`config.mk`:
```
export PLATFORM = sky130hd
export DESIGN_NAME = ram_burst_reader
export DESIGN_NICKNAME = d
export VERILOG_FILES = /design/src/rtl/ram_burst_reader_pkg.sv /design/src/rtl/stream_fifo.sv /design/src/rtl/ram_burst_reader.sv
export SDC_FILE = /design/constraint.sdc
export NUM_CORES = 1
export LEC_CHECK = 0
export ABC_AREA = 1
export CAP_MARGIN = 0
export CORE_UTILIZATION = 45
export DETAILED_ROUTE_END_ITERATION = 10
export PLACE_DENSITY = 0.69
export SLEW_MARGIN = 20
export SYNTH_ARGS = -nofsm -noshare
export SYNTH_HDL_FRONTEND = slang
export SYNTH_SLANG_ARGS = --single-unit
```
`constraint.sdc`:
```
create_clock -name clk -period 3.1 [get_ports clk]
set_input_delay 0.465 -clock clk [delete_from_list [all_inputs] [get_ports clk]]
set_output_delay 0.465 -clock clk [all_outputs]
set_load 0.005 [all_outputs]
```
`src/rtl/ram_burst_reader_pkg.sv`:
```
// Shared types and user-field layout for the burst read initiator.
package ram_burst_reader_pkg;

    typedef enum logic {
        IDLE  = 1'b0,
        ISSUE = 1'b1
    } state_t;

    // User field is {last, tag}; positions for the default tag width.
    localparam int DEFAULT_TAG_WIDTH = 4;
    localparam int LAST_BIT          = DEFAULT_TAG_WIDTH;
    localparam int TAG_MSB           = DEFAULT_TAG_WIDTH - 1;

    function automatic int last_bit(input int tag_width);
        return tag_width;
    endfunction

endpackage

```
`src/rtl/stream_fifo.sv`:
```
// Synchronous FIFO with valid/ready on both sides; output read from registered storage.
module stream_fifo #(
    parameter int WIDTH = 8,
    parameter int DEPTH = 4
) (
    input  logic             clk,
    input  logic             rst,
    input  logic [WIDTH-1:0] wr_data,
    input  logic             wr_valid,
    output logic             wr_ready,
    output logic [WIDTH-1:0] rd_data,
    output logic             rd_valid,
    input  logic             rd_ready
);

    localparam int PW = $clog2(DEPTH);
    localparam logic [PW:0] FULL_COUNT = (PW+1)'(DEPTH);

    logic [WIDTH-1:0] mem [DEPTH];
    logic [PW-1:0]    wr_ptr;
    logic [PW-1:0]    rd_ptr;
    logic [PW:0]      count;
    logic             push;
    logic             pop;

    assign wr_ready = (count != FULL_COUNT);
    assign rd_valid = (count != '0);
    assign rd_data  = mem[rd_ptr];
    assign push     = wr_valid && wr_ready;
    assign pop      = rd_valid && rd_ready;

    // Storage is cleared on reset so the output fields read zero afterwards.
    always_ff @(posedge clk) begin
        if (rst) begin
            wr_ptr <= '0;
            rd_ptr <= '0;
            count  <= '0;
            for (int i = 0; i < DEPTH; i++) begin
                mem[i] <= '0;
            end
        end else begin
            if (push) begin
                mem[wr_ptr] <= wr_data;
                wr_ptr      <= wr_ptr + 1'b1;
            end
            if (pop) begin
                rd_ptr <= rd_ptr + 1'b1;
            end
            case ({push, pop})
                2'b10:   count <= count + 1'b1;
                2'b01:   count <= count - 1'b1;
                default: count <= count;
            endcase
        end
    end

endmodule

```
`src/rtl/ram_burst_reader.sv`:
```
// Burst read initiator: splits commands into per-word RAM reads, credit-gated so
// returning data always has a FIFO slot, and streams the words out tagged.
module ram_burst_reader
    import ram_burst_reader_pkg::*;
#(
    parameter int ADDR_WIDTH = 8,
    parameter int DATA_WIDTH = 8,
    parameter int LEN_WIDTH  = 8,
    parameter int TAG_WIDTH  = 4,
    parameter int FIFO_DEPTH = 4,
    localparam int USER_WIDTH = TAG_WIDTH + 1
) (
    input  logic                  clk,
    input  logic                  rst,
    input  logic [ADDR_WIDTH-1:0] s_cmd_addr,
    input  logic [LEN_WIDTH-1:0]  s_cmd_len,
    input  logic [TAG_WIDTH-1:0]  s_cmd_tag,
    input  logic                  s_cmd_valid,
    output logic                  s_cmd_ready,
    output logic [ADDR_WIDTH-1:0] m_ram_read_addr,
    output logic [USER_WIDTH-1:0] m_ram_read_user,
    output logic                  m_ram_read_valid,
    input  logic                  m_ram_read_ready,
    input  logic [DATA_WIDTH-1:0] s_ram_read_data,
    input  logic [USER_WIDTH-1:0] s_ram_read_user,
    input  logic                  s_ram_read_valid,
    output logic                  s_ram_read_ready,
    output logic [DATA_WIDTH-1:0] m_data,
    output logic [TAG_WIDTH-1:0]  m_tag,
    output logic                  m_last,
    output logic                  m_valid,
    input  logic                  m_ready
);

    localparam int LAST_POS = last_bit(TAG_WIDTH);
    localparam int CW       = $clog2(FIFO_DEPTH + 1);
    localparam logic [CW-1:0] CREDITS_MAX = CW'(FIFO_DEPTH);
    localparam int FW       = DATA_WIDTH + TAG_WIDTH + 1;

    state_t                state;
    state_t                state_next;
    logic [ADDR_WIDTH-1:0] addr;
    logic [LEN_WIDTH-1:0]  count;
    logic [TAG_WIDTH-1:0]  tag;
    logic [CW-1:0]         credits;
    logic                  last_req;
    logic                  cmd_fire;
    logic                  req_fire;
    logic                  out_fire;
    logic                  rst_q;
    logic                  fifo_wr_valid;
    logic                  fifo_wr_ready;
    logic [FW-1:0]         fifo_wr_data;
    logic [FW-1:0]         fifo_rd_data;

    assign last_req = (count == '0);

    always_ff @(posedge clk) begin
        if (rst) begin
            state <= IDLE;
        end else begin
            state <= state_next;
        end
    end

    always_comb begin
        state_next       = state;
        s_cmd_ready      = 1'b0;
        m_ram_read_valid = 1'b0;
        case (state)
            IDLE: begin
                s_cmd_ready = !rst;
                if (s_cmd_valid && !rst) begin
                    state_next = ISSUE;
                end
            end
            ISSUE: begin
                m_ram_read_valid = (credits != '0) && !rst;
                if ((credits != '0) && !rst && m_ram_read_ready && last_req) begin
                    state_next = IDLE;
                end
            end
            default: state_next = IDLE;
        endcase
    end

    assign cmd_fire = s_cmd_valid && s_cmd_ready;
    assign req_fire = m_ram_read_valid && m_ram_read_ready;
    assign out_fire = m_valid && m_ready;

    assign m_ram_read_addr  = addr;
    assign m_ram_read_user  = (state == ISSUE) ? {last_req, tag} : '0;
    assign s_ram_read_ready = 1'b1;

    always_ff @(posedge clk) begin
        if (rst) begin
            addr  <= '0;
            count <= '0;
            tag   <= '0;
        end else if (cmd_fire) begin
            addr  <= s_cmd_addr;
            count <= s_cmd_len;
            tag   <= s_cmd_tag;
        end else if (req_fire) begin
            addr  <= addr + 1'b1;
            count <= count - 1'b1;
        end
    end

    // Each credit is one FIFO slot reserved for a request until its word leaves.
    always_ff @(posedge clk) begin
        if (rst) begin
            credits <= CREDITS_MAX;
        end else begin
            case ({req_fire, out_fire})
                2'b10:   credits <= credits - 1'b1;
                2'b01:   credits <= credits + 1'b1;
                default: credits <= credits;
            endcase
        end
    end

    // A response in the cycle right after reset belongs to a pre-reset request.
    always_ff @(posedge clk) begin
        rst_q <= rst;
    end

    assign fifo_wr_valid = s_ram_read_valid && !rst_q;
    assign fifo_wr_data  = {s_ram_read_data, s_ram_read_user[LAST_POS], s_ram_read_user[TAG_WIDTH-1:0]};

    stream_fifo #(
        .WIDTH (FW),
        .DEPTH (FIFO_DEPTH)
    ) u_fifo (
        .clk      (clk),
        .rst      (rst),
        .wr_data  (fifo_wr_data),
        .wr_valid (fifo_wr_valid),
        .wr_ready (fifo_wr_ready),
        .rd_data  (fifo_rd_data),
        .rd_valid (m_valid),
        .rd_ready (m_ready)
    );

    assign {m_data, m_last, m_tag} = fifo_rd_data;

    always_ff @(posedge clk) begin
        if (!rst) begin
            assert (!(fifo_wr_valid && !fifo_wr_ready));
        end
    end

endmodule

```
==> flow_metrics.py, run 1 <==
metrics = {
    "run_status": {
        "outcome": "complete, but fails checks",
        "violations": "design-rule violations",
    },
    "yosys": {
        "synth_warnings": 0,
        "netlist_instances": 494,
        "ys_types": 32,
        "syn_avg_cell_area_sq_um": 8.454,
        "ys.flop_type": "edfxtp_1",
        "netlist_area_sq_um": 4177,
        "synth_edf_count": 52,
        "syn_nets": 540,
        "seq_area_frac_synth_pct": 53.68,
        "async_flop_share_pct": 0,
        "synth-seq-cells": 86,
    },
    "layout": {
        "fillers": 812,
        "layout.cells.non_filler": 670,
        "seq_area_sq_um": 2242,
        "multi_input_area_sq_um": 1554,
        "diodes": 0,
        "drive_gt1_share_pct": 6.050,
        "post-route-util_pct": 57.83,
        "area_growth_pct": 22.53,
        "finalNetCount": 603,
        "fin_area_sq_um": 5117,
    },
    "critical_path": {
        "reg2reg_depth": 10,
        "worstReg2RegStart": "u_fifo.count[0]",
        "reg2reg_setup_slack_ns": 1.03,
        "critPathKind": "flip-flop to output port",
        "worst-path-max-fanout": 26,
        "crit-reg2reg-capture": "u_fifo.count[2]",
        "start_kind": "flip-flop",
        "cp-end-kind": "output port",
        "cp_data_arrival_time_ns": 2.22,
        "critical_path_required_ns": 2.63,
    },
    "place": {
        "placed_area_sq_um": 4912,
        "gp_congestion": 0.7805,
        "numPortBuffers": 67,
        "dp.cells": 654,
        "dpl_worst_slack_ns": 0.6101,
        "dp_hpwl_um": 6122,
    },
    "sta": {
        "finalMaxSlewViolations": 0,
        "tightest_slew_ns": 0.7606,
        "max_freq_ghz": 0.3720,
        "final.period_utilization_pct": 86.72,
        "fin_skew_ns": 0.006978,
        "post-route-min-period_ns": 2.688,
        "holdWs_ns": 0.4734,
        "finalSetupTns_ns": 0,
        "setup_viol": 0,
        "hold_viol": 0,
        "slew_headroom_pct": 49.24,
        "rsz0062_at_grt": "no",
        "setup_slack_ns": 0.4118,
    },
    "grt": {
        "groute.usage.overall_pct": 20.66,
        "antenna_found_initial": 0,
        "grt_first_pass_wirelength_um": 15700,
        "first_global_vias": 3435,
        "grt_max_degree": 27,
        "grt.overflow.total": 0,
    },
    "detailed_routing": {
        "drt-initial-drc-count": 179,
        "antenna_left": 0,
        "drc_errors": 3,
        "wire_per_inst_um": 13.91,
        "wl_um": 9321,
        "viasPerCell": 5.131,
        "vias": 3438,
        "dr.pass1.iters": 10,
    },
    "power": {
        "p_sw_share_pct": 31.98,
        "combPwrFrac_pct": 29.0,
        "internal_power_mw": 2.127,
        "pwr-share-seq_pct": 44.8,
        "finalPower_mw": 3.127,
        "p_per_area_nw_per_um2": 611.0,
        "clockPowerShare_pct": 26.1,
        "ir_worst_vdd_v": 0.0003114,
        "power_switching_mw": 1.000,
        "leakage_nw": 2.096,
    },
    "floorplanning": {
        "pin_count": 69,
        "core_sq_um": 8848,
        "dieArea_sq_um": 9671,
        "fp.dieH_um": 98.34,
        "num_rows": 34,
        "start_util_pct": 47.20,
        "die_w_um": 98.34,
    },
    "clock_network": {
        "post_cts_resized": 0,
        "hold_buffers": 0,
        "clkLatencyLatePin_ns": 0.35,
        "htree_levels": 3,
        "cts_tree": "built",
        "cts-buffers-inserted": 9,
        "clock-sinks": 86,
        "post_cts_buffers": 0,
        "cts-root-buf": "clkbuf_8",
        "cts_buffer_depth": 2,
        "clkTransAtPathRegs_ns": 0.09,
    },
    "min_path": {
        "hold_depth": 2,
        "hp-class": "flip-flop to flip-flop",
        "hold_start": "u_fifo.rd_ptr[1]",
    },
    "run": {
        "drv_cap": 0,
    },
}
-- worst max-delay path by stage --
stage	from	end	slack (ns)
after floorplan	u_fifo.count[1]	u_fifo.mem[3][0]	0.95
after global placement	rst	m_ram_read_valid	0.68
after detailed placement	rst	credits[1]	0.61
after CTS	flip-flop	m_tag[0]	0.45
final	flip-flop	m_tag[0]	0.41
after global routing	flip-flop	m_tag[0]	0.31
-- sequential cells by signal, summed over array words and instances, names as in the netlist, named ones only --
name,flops
state,1
u_fifo.wr_ptr,2
credits,3
count,8
rst_q,1
u_fifo.rd_ptr,2
m_ram_read_addr,8
u_fifo.mem,52
u_fifo.count,3
tag,4
-- Yosys cell counts (2+ instances only) --
cell type / instances / area [sq um]
inv_2: 2 / 7.510
nand4_1: 2 / 12.51
a21oi_1: 14 / 70.07
xor2_1: 2 / 17.52
inv_1: 63 / 236.5
fa_1: 2 / 40.04
dfxtp_1: 34 / 680.7
buf_4: 3 / 22.52
nand2_4: 2 / 22.52
clkbuf_1: 10 / 37.54
nand3b_1: 3 / 22.52
buf_6: 4 / 45.04
o21ai_0: 54 / 270.3
buf_2: 6 / 30.03
nand4_4: 2 / 42.54
nand2_1: 57 / 214.0
o21bai_1: 4 / 30.03
edfxtp_1: 52 / 1562
nor2_1: 122 / 457.9
nand3_1: 27 / 135.1
o22ai_1: 14 / 87.58
ha_1: 5 / 62.56
-- logic make-up after synthesis --
group	Yosys count	share of synthesized area, %
buffers and inverters	89	9.227
xor gates and xnor gates	2	0.4195
other	1	0.08979
and+or+nand+nor	220	22.44
AOI/OAI and AO/OA	88	11.44
adders and majority gates	7	2.457
muxes	1	0.2397
DFF	86	53.68
-- layer usage --
| metal | track usage (%) | up-vias | share of wire (%) |
|---|---|---|---|
| met4 | 7.348 | 0 | 1.1 |
| met2 | 35.27 | 68 | 49 |
| li1 | - | 1738 | - |
| met5 | 0 | - | 0 |
| met3 | 2.935 | 9 | 3.4 |
| met1 | 26.85 | 1623 | 47 |
-- cell usage in the layout (no fill, tap or decap), types with 3 or more instances in the layout --
cell type        netlist  final
nand3_1               27     27
clkbuf_8               0      9
nor2_1               122    122
o21ai_0               54     54
a21oi_1               14     14
nand3b_1               3      3
edfxtp_1              52     52
dfxtp_1               34     34
ha_1                   5      5
o22ai_1               14     14
nand2_1               57     57
o21bai_1               4      4
clkdlybuf4s50_1        0     67
buf_4                  3      8
inv_1                 63     63
-- critical path: stages, from the launching register on --
cell and delay, ns:
dfxtp_1 0.32, inv_1 0.55, o21ai_0 0.18, o22ai_1 0.25, clkdlybuf4s50_1 0.56
-- power by group through the flow --
stage	registers (mW)	clock network (mW)	logic, mW
final	1.40	0.817	0.908
after global routing	1.42	0.873	1.02
after CTS	1.40	0.830	0.913
after detailed placement	1.43	0	0.909
after global placement	1.42	0	0.879
after floorplan	1.40	0	0.552
-- area by class of cell --
class	count	area share, %
tap	108	2.641
inverter	66	4.890
clock buffer	9	2.421
clock inverter	7	1.589
multi-input combinational	319	30.37
sequential	86	43.81
timing repair buffer	75	14.28
(Power assumes the default switching activity.)
==> run 2: changes to the inputs <==
--- a/config.mk
+++ b/config.mk
@@ -7,9 +7,9 @@
 export LEC_CHECK = 0
 export ABC_AREA = 1
 export CAP_MARGIN = 0
-export CORE_UTILIZATION = 45
+export CORE_UTILIZATION = 35
 export DETAILED_ROUTE_END_ITERATION = 10
-export PLACE_DENSITY = 0.69
+export SKIP_CTS_REPAIR_TIMING = 1
 export SLEW_MARGIN = 20
 export SYNTH_ARGS = -nofsm -noshare
 export SYNTH_HDL_FRONTEND = slang
==> run 2 against run 1 <==
Compared with the run above:
- the run still ends with design-rule violations left
- combinational power is essentially flat
- critical endpoint unchanged
- sequential power is essentially flat
- total power grew 6.6%
- register-to-register slack gained 0.06 ns
- cell area grew 2.3%
- clock-buffer cell count is the same
- clock power grew 25%
- fmax grew 1.1%
- via count shrank 0.35%
- critical path type unchanged
- global-route usage shrank 4.5 points
- cell count grew 5.2%
- worst hold slack lost 0.011 ns
==> flow_metrics.py, run 2 (synthesized netlist as in run 1, its figures left out) <==
metrics = {
    "sta": {
        "rsz0062_at_grt": "no",
        "setup_viol": 0,
        "hold_viol": 0,
        "final.period_utilization_pct": 85.76,
        "tightest_slew_ns": 0.6083,
        "finalSetupTns_ns": 0,
        "slew_headroom_pct": 59.35,
        "finalMaxSlewViolations": 0,
        "max_freq_ghz": 0.3762,
        "fin_skew_ns": 0.009845,
        "post-route-min-period_ns": 2.658,
    },
    "critical_path": {
        "cp-end-kind": "output port",
        "critPathKind": "flip-flop to output port",
        "reg2reg_setup_slack_ns": 1.09,
        "cp_data_arrival_time_ns": 2.19,
        "worstReg2RegStart": "u_fifo.count[0]",
        "start_kind": "flip-flop",
        "path_cells": "inv_1 > o21ai_0 > o22ai_1 > clkdlybuf4s50_1",
        "crit_family": "buffers and inverters",
        "worst-path-max-fanout": 14,
        "cpMaxStageDelayCell": "clkdlybuf4s50_1",
        "critical_path_required_ns": 2.63,
        "crit-reg2reg-capture": "u_fifo.count[2]",
        "crit_buf_inv": 2,
        "max_stage_delay_ns": 0.57,
        "reg2reg_depth": 10,
    },
    "floorplanning": {
        "num_rows": 39,
        "fp.dieH_um": 111.2,
        "pin_count": 69,
        "core_sq_um": 11520,
        "die_w_um": 111.2,
        "start_util_pct": 36.27,
        "dieArea_sq_um": 12370,
    },
    "power": {
        "combPwrFrac_pct": 27.3,
        "internal_power_mw": 2.296,
        "p_per_area_nw_per_um2": 636.3,
        "clockPowerShare_pct": 30.6,
        "leakage_nw": 2.124,
        "power_switching_mw": 1.036,
        "pwr-share-seq_pct": 42.1,
        "p_sw_share_pct": 31.08,
        "ir_worst_vdd_v": 0.0002946,
        "finalPower_mw": 3.332,
    },
    "layout": {
        "finalNetCount": 603,
        "largest_reg_flops": 52,
        "diodes": 0,
        "area_growth_pct": 25.37,
        "drive_gt1_share_pct": 5.872,
        "layout_common_cells": "122 x nor2_1, 67 x clkdlybuf4s50_1, 63 x inv_1",
        "regMostFlops": "u_fifo.mem",
        "final_common_cell": "nor2_1",
        "fillers": 1137,
    },
    "detailed_routing": {
        "met1_length_um": 4289,
        "top_layer": "met4",
        "antenna_left": 0,
        "drc_errors": 11,
        "wl_met2_um": 4530,
        "wl_um": 9439,
        "viasPerCell": 4.860,
        "wl_met3_um": 485,
        "vias": 3426,
        "dr.pass1.iters": 8,
        "wire_per_inst_um": 13.39,
        "drt-initial-drc-count": 200,
    },
    "place": {
        "numPortBuffers": 67,
        "dp_hpwl_um": 6278,
        "gp_congestion": 0.7669,
    },
    "clock_network": {
        "cts-root-buf": "clkbuf_16",
        "cts_tree": "built",
        "htree_levels": 3,
        "clkLatencyLatePin_ns": 0.35,
        "clock-sinks": 86,
        "cts_buffer_depth": 2,
        "clkTransAtPathRegs_ns": 0.06,
        "cts-buffers-inserted": 9,
    },
    "run_status": {
        "outcome": "complete, but fails checks",
        "violations": "design-rule violations",
    },
    "grt": {
        "first_global_vias": 3325,
        "antenna_found_initial": 0,
        "grt_first_pass_wirelength_um": 15740,
        "groute.usage.overall_pct": 16.17,
        "grt.overflow.total": 0,
        "grt_max_degree": 27,
    },
    "min_path": {
        "min_to": "tag[2]",
        "hp-class": "flip-flop to flip-flop",
        "hold_start": "tag[2]",
        "hold_depth": 2,
    },
    "run": {
        "drv_cap": 0,
    },
}
-- run 2: cell count changes in the layout (fill, tap and decap cells not counted), sizes merged --
cell,change
clkinvlp,+1
bufinv,-1
-- run 2: per-layer routing --
layer	track usage (%)	up-vias
met1	20.99	1587
met2	26.42	88
li1	-	1739
met5	0	-
met3	3.445	12
met4	6.126	0
-- run 2: tightest hold or removal path, cell delays in order (launching register included) --
cell	delay [ns]
dfxtp_1	0.31
nand3_1	0.07
nand2_1	0.04
-- run 2: power by group through the flow --
stage,Clock (mW),Sequential [mW],Combinational (mW)
2_1_floorplan,0,1.40,0.552
3_3_place_gp,0,1.42,0.886
3_5_place_dp,0,1.43,0.912
4_1_cts,1.04,1.40,0.917
5_1_grt,1.10,1.42,1.02
6_report,1.02,1.40,0.909
-- run 2: how the worst max path moves through the flow --
stage,start,to,slack (ns),depth (start not counted)
after floorplan,u_fifo.count[1],u_fifo.mem[3][0],0.95,4
after global placement,rst,u_fifo.mem[0][10],0.46,6
after detailed placement,rst,u_fifo.mem[0][10],0.41,6
after CTS,flip-flop,m_tag[0],0.42,4
after global routing,flip-flop,m_tag[0],0.24,4
final,flip-flop,m_tag[0],0.44,4
-- run 2: metrics by stage --
| stage | utilization, % | worst slack [ns] | cell area [sq um] | instances | hold slack, ns |
|---|---|---|---|---|---|
| 2_1_floorplan | - | 0.9518 | 4177 | 494 | 0.4356 |
| 3_3_place_gp | 43.04 | 0.4574 | 4956 | 689 | 0.4554 |
| 3_5_place_dp | 43.04 | 0.4061 | 4956 | 689 | 0.4577 |
| 4_1_cts | 45.47 | 0.4172 | 5236 | 705 | 0.4664 |
| 5_1_grt | 45.47 | 0.2384 | 5236 | 705 | 0.4940 |
| 6_report | 45.47 | 0.4415 | 5236 | 705 | 0.4625 |
-- run 2: final cells by class --
| class | count | area [sq um] | area share [%] |
|---|---|---|---|
| clock buffers | 9 | 225.2 | 4.301 |
| clock inverters | 7 | 55.05 | 1.051 |
| inverters | 66 | 250.2 | 4.779 |
| multi-input cells | 319 | 1554 | 29.68 |
| flip-flops and latches | 86 | 2242 | 42.82 |
| well taps | 143 | 178.9 | 3.417 |
| repair buffers | 75 | 730.7 | 13.95 |
==> run 3: changes to the inputs <==
--- a/config.mk
+++ b/config.mk
@@ -5,9 +5,7 @@
 export SDC_FILE = /design/constraint.sdc
 export NUM_CORES = 1
 export LEC_CHECK = 0
-export ABC_AREA = 1
-export CAP_MARGIN = 0
-export CORE_UTILIZATION = 35
+export CORE_UTILIZATION = 30
 export DETAILED_ROUTE_END_ITERATION = 10
 export SKIP_CTS_REPAIR_TIMING = 1
 export SLEW_MARGIN = 20
==> run 3 against run 2 <==
Compared with the run above:
- the flow now finishes without violations
- area after synthesis shrank 4.8%
- critical path type unchanged
- total power shrank 0.32%
- clock power grew 6%
==> flow_metrics.py, run 3 <==
metrics = {
    "critical_path": {
        "max_stage_delay_ns": 0.61,
        "worstReg2RegStart": "u_fifo.count[2]",
        "crit_family": "simple AND/OR/NAND/NOR gates",
        "critical_path_required_ns": 2.63,
        "reg2reg_depth": 9,
        "cp_data_arrival_time_ns": 2.05,
        "reg2reg_setup_slack_ns": 0.60,
        "path_cells": "or4_1 > nor3_1 > clkdlybuf4s50_1",
        "cp-end-kind": "output port",
        "critPathKind": "flip-flop to output port",
        "cpMaxStageDelayCell": "or4_1",
        "worst-path-max-fanout": 6,
        "start_kind": "flip-flop",
        "crit_buf_inv": 1,
        "crit-reg2reg-capture": "u_fifo.count[2]",
    },
    "power": {
        "pwr-share-seq_pct": 42.8,
        "p_per_area_nw_per_um2": 643.4,
        "clockPowerShare_pct": 32.5,
        "internal_power_mw": 2.422,
        "leakage_nw": 1.848,
        "power_switching_mw": 0.8992,
        "ir_worst_vdd_v": 0.0002510,
        "p_sw_share_pct": 27.07,
        "combPwrFrac_pct": 24.7,
    },
    "layout": {
        "layout_common_cells": "67 x clkdlybuf4s50_1, 58 x and2_1, 52 x edfxtp_1",
        "regMostFlops": "u_fifo.mem",
        "diodes": 0,
        "fillers": 1218,
        "drive_gt1_share_pct": 11.03,
        "finalNetCount": 449,
        "area_growth_pct": 29.83,
        "layout.cells.non_filler": 580,
        "final_common_cell": "clkdlybuf4s50_1",
        "largest_reg_flops": 52,
    },
    "clock_network": {
        "cts_tree": "built",
        "clkTransAtPathRegs_ns": 0.06,
        "cts-buffers-inserted": 9,
        "cts-root-buf": "clkbuf_16",
        "cts_buffer_depth": 2,
        "htree_levels": 3,
        "clock-sinks": 86,
        "clkLatencyLatePin_ns": 0.34,
    },
    "min_path": {
        "hold_start": "tag[1]",
        "min_to": "tag[1]",
        "hp-class": "flip-flop to flip-flop",
        "hold_depth": 2,
    },
    "detailed_routing": {
        "dr.pass1.iters": 4,
        "wl_um": 8734,
        "viasPerCell": 4.659,
        "drc_errors": 0,
        "drt-initial-drc-count": 122,
        "vias": 2702,
        "antenna_left": 0,
        "wire_per_inst_um": 15.06,
    },
    "sta": {
        "fin_skew_ns": 0.005915,
        "setup_slack_ns": 0.5846,
        "slew_headroom_pct": 53.14,
        "hold_viol": 0,
        "post-route-min-period_ns": 2.515,
        "finalMaxSlewViolations": 0,
        "max_freq_ghz": 0.3975,
        "final.period_utilization_pct": 81.14,
        "rsz0062_at_grt": "no",
        "finalSetupTns_ns": 0,
        "tightest_slew_ns": 0.7019,
        "setup_viol": 0,
    },
    "place": {
        "dp_hpwl_um": 5812,
        "numPortBuffers": 67,
        "dp.cells": 564,
        "gp_congestion": 0.7618,
        "dpl_worst_slack_ns": 0.3810,
    },
    "yosys": {
        "synth_top_area_cell": "edfxtp_1",
        "synth_warnings": 0,
        "yosysTopAreaCellShare_pct": 39.27,
        "synth_edf_count": 52,
        "yosysMostFrequentCell": "and2_1",
        "ys_types": 48,
        "synth-seq-cells": 86,
        "async_flop_share_pct": 0,
        "seq_area_frac_synth_pct": 56.39,
        "syn_nets": 377,
        "ys.flop_type": "edfxtp_1",
        "netlist_area_sq_um": 3976,
        "netlist_instances": 331,
        "syn_avg_cell_area_sq_um": 12.01,
        "synthTopCellsByArea": "edfxtp_1 39%, dfxtp_1 17%, and2_1 9.1%, mux4_2 7.4%, xnor2_1 2.6%",
        "netlist_top_cells_count": "58 x and2_1, 52 x edfxtp_1, 34 x dfxtp_1",
    },
    "floorplanning": {
        "fp.dieH_um": 117.1,
        "pin_count": 69,
        "die_w_um": 117.1,
        "core_sq_um": 12770,
        "dieArea_sq_um": 13720,
        "start_util_pct": 31.13,
        "num_rows": 41,
    },
    "grt": {
        "groute.usage.overall_pct": 13.92,
        "antenna_found_initial": 0,
        "grt_first_pass_wirelength_um": 14090,
        "first_global_vias": 2876,
        "grt_max_degree": 42,
        "grt.overflow.total": 0,
    },
    "run_status": {
        "outcome": "finished clean",
    },
    "run": {
        "drv_cap": 0,
    },
}
[run 3: worst max path at each step]
stage | startpoint | to | depth (start not counted)
after detailed placement | m_ready | credits[2] | 8
after floorplan | credits[0] | credits[2] | 9
after CTS | count[2] | m_ram_read_user[4] | 3
after global routing | u_fifo.count[2] | u_fifo.count[2] | 9
after global placement | m_ready | credits[2] | 8
final | count[2] | m_ram_read_user[4] | 3
[run 3: logic make-up after synthesis]
logic type / after synthesis / share of synthesized area, %
adder cells (fa/ha/maj): 7 / 2.580
multiplexers: 14 / 7.615
other: 1 / 0.09431
AO/OA/AOI/OAI: 34 / 5.727
flip-flops: 86 / 56.39
XOR/XNOR: 18 / 3.965
buffers and inverters: 28 / 2.958
AND/OR/NAND/NOR: 143 / 20.67
[run 3: area by class of cell]
class / instances / area, sq um / area share (%)
Clock inverter: 7 / 72.57 / 1.406
Timing Repair Buffer: 77 / 745.7 / 14.44
Clock buffer: 9 / 225.2 / 4.363
Multi-Input combinational cell: 217 / 1617 / 31.31
Tap cell: 172 / 215.2 / 4.169
Inverter: 12 / 45.04 / 0.8725
Sequential cell: 86 / 2242 / 43.43
[run 3: worst min-delay path: stages (launching register included)]
cell and delay [ns]:
dfxtp_1 0.30, nand2_1 0.05, a21oi_1 0.05
[run 3: metrics by stage]
stage | hold slack [ns] | utilization, % | power, mW | cell area [sq um]
3_3_place_gp | 0.4398 | 38.08 | 2.267 | 4865
5_1_grt | 0.4681 | 40.42 | 3.513 | 5162
2_1_floorplan | 0.4317 | - | 1.922 | 3976
4_1_cts | 0.4549 | 40.42 | 3.382 | 5162
6_report | 0.4504 | 40.42 | 3.321 | 5162
3_5_place_dp | 0.4456 | 38.08 | 2.283 | 4865
[run 3: power groups by stage]
stage	sequential, mW	combinational (mW)	clock [mW]
floorplan	1.43	0.496	0
global placement	1.44	0.822	0
detailed placement	1.45	0.834	0
CTS	1.42	0.840	1.12
global route	1.44	0.920	1.15
finish	1.42	0.821	1.08
[run 3: routing by layer]
| metal | global-route usage [%] | vias to the layer above | wire (um) |
|---|---|---|---|
| li1 | - | 1327 | - |
| met1 | 16.50 | 1290 | 3874 |
| met2 | 24.06 | 77 | 4236 |
| met3 | 4.274 | 8 | 519 |
| met4 | 4.557 | 0 | 104 |
| met5 | 0 | - | 0 |
